===== src/rtl/divide_block_if.sv =====
// divide_block_if -- request/result bundle for divide_block.
//   start            : request pulse (master -> slave)
//   A, B             : unsigned dividend / divisor (master -> slave)
//   busy, done       : operation in progress / one-cycle result strobe (slave -> master)
//   quotient         : registered A / B (slave -> master)
//   remainder        : registered A mod B (slave -> master)
//   div_zero         : divisor-was-zero flag, only with MATH_DIV_ZERO_CHECK_EN (slave -> master)
interface divide_block_if #(
   parameter int unsigned WIDTH = 4
);
   logic             start;
   logic [WIDTH-1:0] A;
   logic [WIDTH-1:0] B;
   logic             busy;
   logic             done;
   logic [WIDTH-1:0] quotient;
   logic [WIDTH-1:0] remainder;

`ifdef MATH_DIV_ZERO_CHECK_EN
   logic             div_zero;

   modport master (output start, A, B,
                   input  busy, done, quotient, remainder, div_zero);
   modport slave  (input  start, A, B,
                   output busy, done, quotient, remainder, div_zero);
`else
   modport master (output start, A, B,
                   input  busy, done, quotient, remainder);
   modport slave  (input  start, A, B,
                   output busy, done, quotient, remainder);
`endif
endinterface


===== src/rtl/divide_block.sv =====
// divide_block -- sequential restoring divider, one quotient bit per RUN cycle.
//   clk   : clock, rising-edge
//   rst_n : asynchronous active-low reset
//   bus   : divide_block_if.slave (start, A, B in; busy, done, quotient, remainder out)
// Optional: define MATH_DIV_ZERO_CHECK_EN to short-circuit B=0 and add the div_zero output.
// Timing: start accepted at edge N -> done high after edge N+WIDTH+1, busy low after N+WIDTH+2.
module divide_block #(
   parameter int unsigned WIDTH = 4
) (
   input logic           clk,
   input logic           rst_n,
   divide_block_if.slave bus
);

   localparam int unsigned CntW = $clog2(WIDTH + 1);
   localparam logic [CntW-1:0] LastCnt = CntW'(WIDTH);

   typedef enum logic [1:0] {StIdle, StRun, StDone} state_t;

   state_t           state_q;
   logic [WIDTH-1:0] q_q;
   // Partial remainder: its top bit is provably zero after every step, so only WIDTH bits are kept.
   logic [WIDTH-1:0] r_q;
   logic [WIDTH-1:0] d_q;
   logic [CntW-1:0]  cnt_q;
   logic             busy_q;
   logic             done_q;
   logic [WIDTH-1:0] quot_q;
   logic [WIDTH-1:0] rem_q;

   // One restoring step, WIDTH+1 bits wide.
   logic [WIDTH:0] trial;
   logic [WIDTH:0] diff;
   logic           fits;

   always_comb begin
      trial = {r_q, q_q[WIDTH-1]};
      diff  = trial - {1'b0, d_q};
      fits  = (trial >= {1'b0, d_q});
   end

`ifdef MATH_DIV_ZERO_CHECK_EN
   logic dz_q;
   logic dz_out_q;
   assign bus.div_zero = dz_out_q;
`endif

   always_ff @(posedge clk or negedge rst_n) begin
      if (!rst_n) begin
         state_q  <= StIdle;
         q_q      <= '0;
         r_q      <= '0;
         d_q      <= '0;
         cnt_q    <= '0;
         busy_q   <= 1'b0;
         done_q   <= 1'b0;
         quot_q   <= '0;
         rem_q    <= '0;
`ifdef MATH_DIV_ZERO_CHECK_EN
         dz_q     <= 1'b0;
         dz_out_q <= 1'b0;
`endif
      end else begin
         unique case (state_q)
            StIdle: begin
               if (bus.start) begin
                  state_q <= StRun;
                  busy_q  <= 1'b1;
                  q_q     <= bus.A;
                  r_q     <= '0;
                  d_q     <= bus.B;
                  cnt_q   <= '0;
`ifdef MATH_DIV_ZERO_CHECK_EN
                  dz_q    <= (bus.B == '0);
                  // Zero divisor: preload the final result so the next edge enters DONE.
                  if (bus.B == '0) begin
                     q_q   <= '1;
                     r_q   <= bus.A;
                     cnt_q <= LastCnt;
                  end
`endif
               end
            end
            StRun: begin
               if (cnt_q == LastCnt) begin
                  state_q  <= StDone;
                  done_q   <= 1'b1;
                  quot_q   <= q_q;
                  rem_q    <= r_q;
`ifdef MATH_DIV_ZERO_CHECK_EN
                  dz_out_q <= dz_q;
`endif
               end else begin
                  r_q   <= fits ? diff[WIDTH-1:0] : trial[WIDTH-1:0];
                  q_q   <= {q_q[WIDTH-2:0], fits};
                  cnt_q <= cnt_q + CntW'(1);
               end
            end
            StDone: begin
               state_q <= StIdle;
               busy_q  <= 1'b0;
               done_q  <= 1'b0;
            end
            default: begin
               state_q <= StIdle;
               busy_q  <= 1'b0;
               done_q  <= 1'b0;
            end
         endcase
      end
   end

   assign bus.busy      = busy_q;
   assign bus.done      = done_q;
   assign bus.quotient  = quot_q;
   assign bus.remainder = rem_q;

endmodule


===== src/flat_wrapper.sv =====
// flat-port wrapper written by rule: the top's interface ports become plain ports
module divide_block_flat 
#(
   parameter int unsigned WIDTH = 4
)
  (clk, rst_n, bus_start, bus_A, bus_B, bus_busy, bus_done, bus_quotient, bus_remainder);
  divide_block_if #(.WIDTH(WIDTH)) bus_i ();
  input logic clk;
  input logic rst_n;
  input wire logic [$bits(bus_i.start)-1:0] bus_start;
  input wire logic [$bits(bus_i.A)-1:0] bus_A;
  input wire logic [$bits(bus_i.B)-1:0] bus_B;
  output wire logic [$bits(bus_i.busy)-1:0] bus_busy;
  output wire logic [$bits(bus_i.done)-1:0] bus_done;
  output wire logic [$bits(bus_i.quotient)-1:0] bus_quotient;
  output wire logic [$bits(bus_i.remainder)-1:0] bus_remainder;
  assign bus_i.start = bus_start;
  assign bus_i.A = bus_A;
  assign bus_i.B = bus_B;
  assign bus_busy = bus_i.busy;
  assign bus_done = bus_i.done;
  assign bus_quotient = bus_i.quotient;
  assign bus_remainder = bus_i.remainder;
  divide_block #(.WIDTH(WIDTH)) u_core (.clk(clk), .rst_n(rst_n), .bus(bus_i));
endmodule

===== config.mk =====
export PLATFORM = sky130hd
export DESIGN_NAME = divide_block_flat
export DESIGN_NICKNAME = d
export VERILOG_FILES = /design/src/rtl/divide_block_if.sv /design/src/rtl/divide_block.sv /design/src/flat_wrapper.sv
export SDC_FILE = /design/constraint.sdc
export NUM_CORES = 1
export LEC_CHECK = 0
export CAP_MARGIN = 20
export CORE_ASPECT_RATIO = 1.25
export CORE_UTILIZATION = 55
export CTS_CLUSTER_DIAMETER = 40
export DETAILED_ROUTE_END_ITERATION = 6
export PLACE_DENSITY_LB_ADDON = 0.1
export SLEW_MARGIN = 20
export SYNTH_ARGS = -nofsm -noshare
export SYNTH_HDL_FRONTEND = slang
export SYNTH_SLANG_ARGS = --single-unit
export TNS_END_PERCENT = 50

===== constraint.sdc =====
create_clock -name clk -period 5.95 [get_ports clk]
set_input_delay 0.8925 -clock clk [delete_from_list [all_inputs] [get_ports clk]]
set_output_delay 0.8925 -clock clk [all_outputs]
set_load 0.005 [all_outputs]

==> metrics <==
run status complete, no violations; WS Path Type input port to flip-flop; final setup violating endpoints 0; reg-to-reg setup timing slack 3860 ps; clock root cell clkbuf_4; worst-skew pair later-pin latency 310 ps; Sw Pwr 0.347 mW; vias per cell 5.28; Post-Syn Nets 134; RSZ-0062 raised after global routing false; Worst Skew 0.665 ps; CP Buf/Inv Count 1; Leak 0.719 nW; clock tree buffer depth 2; minimum clock period 2370 ps; Gate power share 55.4%; Layout Cell Area excl Fill 0.00154 sq mm; DRC Markers 0; Max-Cap Viols 0; Clock Power Share 8.6%; Cell Area, Synth 0.00128 sq mm; via count 892; drt initial violations 15; PD cells 585 mW/mm^2; CP dominant cell by count nor2_1; Worst-path clk slew 140 ps; core area 0.00221 sq mm; critical path endpoint category flip-flop; largest net degree at the start of global routing 28; CTS tree done; Antenna Nets Post-Route 0; Num CTS Buffers 3; Antenna Cells 0; Final Hold Vio Count 0; Die H 56.0 microns; Tcrit/Tclk final 39.9%; placed inst area 0.00152 sq mm; first-pass GRT wire length 3.93 mm; CP Launch Type input port; Netlist cell types 28; Power Total 0.901 mW; Synth Register Bits 27; Global Route Usage Sum 21.3%; sw frac 38.5%; Crit-path slowest cell nor2_1; Flop pwr share 36.1%; VDD IR max 0.364 mV; commonest cells after routing, fill and taps aside 27 x dfrtp_1, 20 x clkdlybuf4s50_1, 16 x nand2_1; RR Endpoint u_core.r_q[0]$_DFFE_PN0P_; Pre-antenna DRT Iters 4; crit-path leading delay family simple AND/OR/NAND/NOR gates; RR Startpoint u_core.r_q[1]$_DFFE_PN0P_; worst hold path type flip-flop to flip-flop; Hold Startpoint u_core.bus.done$_DFFE_PN0P_; initial core utilization 58.1%; max-slew violations 0; register area share after synthesis 52.6%; Slew Limit Headroom 54.4%; # Post-CTS Setup Buffers 0; Inst Count DP 165; share of cells above drive strength 1 12.3%; final wirelength 2.30 mm; total grt overflow 0; die area 0.00253 sq mm; vias in the first global route 886; GPL Wtd Cong 0.798; Non-Filler Instances 169; port bufs 20; Hold Buf Count CTS 0; Worst Reg-to-Reg Cells 6; H-tree Lvls 1; CTS resizes 0; most common cell after layout, fill and taps aside dfrtp_1; Highest Clock Rate 421 MHz; Synthesis Warnings 0; post-synthesis area per instance 11.1 sq um; Post-DP HPWL 1.72 mm; area grow syn2layout 20.1%; arrival time worst endpoint 2590 ps; die width 45.2 microns; initial antenna violation count 0; Final Net Count 157; Clock Sinks 27; Worst Max-Slew Pin Slew 681 ps; Crit Path Max Fanout 13; Cell Chain, Critical Path clkdlybuf4s50_1, nand2b_1, nor2_1, nor2_1, a22o_1; Hold EP u_core.bus.done$_DFFE_PN0P_; Syn Inst Count 116; IO Count 21; num rows 19; Internal 0.555 mW; setup TNS 0 ps; worst path required time 6170 ps; hold depth 1; wire per inst 13.6 microns; Largest stage delay, worst path 520 ps
==> layer usage <==
metal	up-vias	part of all wire, %	GRT usage [%]
li1	435	-	-
met3	2	2.7	2.60
met5	-	0	0
met2	18	51	34.8
met1	437	46	27.8
met4	0	0.70	9.09
==> flip-flops by register name, summed over array words and instances (netlist names) <==
| name | cells |
|---|---|
| u_core.q_q | 4 |
| u_core.bus.quotient | 4 |
| u_core.bus.done | 1 |
| u_core.state_q | 2 |
| u_core.bus.busy | 1 |
| u_core.bus.remainder | 4 |
| u_core.r_q | 4 |
| u_core.cnt_q | 3 |
| u_core.d_q | 4 |
==> power groups by stage <==
stage	combinational, mW	clock (mW)	sequential, mW
finish	0.499	0.0772	0.325
global route	0.559	0.0864	0.337
CTS	0.506	0.0771	0.327
detailed placement	0.500	0	0.330
global placement	0.479	0	0.327
floorplan	0.357	0	0.319
==> metrics by stage <==
step                      setup WS, ps  hold WS [ps]  util (%)
final                             3580           501      69.7
after detailed placement          3230           474      68.5
after floorplan                   4070           450         -
after CTS                         3560           504      69.7
after global routing              3430           534      69.7
after global placement            3280           463      68.5
==> cell type report <==
cell class	instances	area (sq um)
timing repair buffer	21	208
inverter	10	37.5
clock buffer	4	26.3
sequential	27	676
fill	187	669
multi-input combinational	76	556
tap	31	38.8
==> worst max path at each step <==
stage	startpoint	end	slack, ps	cells after the start
2_1_floorplan	u_core.r_q[1]$_DFFE_PN0P_	u_core.r_q[0]$_DFFE_PN0P_	4070	6
4_1_cts	bus_start	u_core.r_q[1]$_DFFE_PN0P_	3560	5
3_3_place_gp	bus_start	u_core.r_q[1]$_DFFE_PN0P_	3280	5
6_report	bus_start	u_core.r_q[1]$_DFFE_PN0P_	3580	5
3_5_place_dp	bus_start	u_core.r_q[1]$_DFFE_PN0P_	3230	5
5_1_grt	bus_start	u_core.q_q[2]$_DFFE_PN0P_	3430	6
==> cells by family (layout without fill, tap and decap cells) <==
kind of cell	after synthesis	in the layout	synth area share (%)
AND/OR/NAND/NOR	29	29	10.7
AO/OA/AOI/OAI	23	23	11.1
adder cells (fa/ha/maj)	7	7	7.41
XOR/XNOR	3	3	2.05
multiplexers	14	14	12.0
flip-flops	27	27	52.6
buffers and inverters	13	35	4.09
==> synth_stat cells <==
cell type | instances | share of area [%]
dfrtp_1 | 27 | 53
nand2_1 | 16 | 4.7
o21ai_0 | 15 | 5.8
inv_1 | 10 | 2.9
mux2_2 | 7 | 6.1
ha_1 | 6 | 5.8
mux2i_1 | 6 | 4.7
buf_2 | 3 | 1.2
nor2_1 | 3 | 0.88
a21o_1 | 2 | 1.2
nand2b_1 | 2 | 0.97
nand3_1 | 2 | 0.78
xor2_1 | 2 | 1.4
a211oi_1 | 1 | 0.59
a21oi_1 | 1 | 0.39
a21oi_2 | 1 | 0.68
a22o_1 | 1 | 0.68
a32o_1 | 1 | 0.78
and2_1 | 1 | 0.49
fa_1 | 1 | 1.6
mux2_4 | 1 | 1.2
nand3b_1 | 1 | 0.59
nor2_2 | 1 | 0.49
nor2b_1 | 1 | 0.49
o22ai_2 | 1 | 0.97
or2_2 | 1 | 0.49
or4_4 | 1 | 0.88
xnor2_1 | 1 | 0.68
Note: power is estimated with default switching activity, not from simulation.
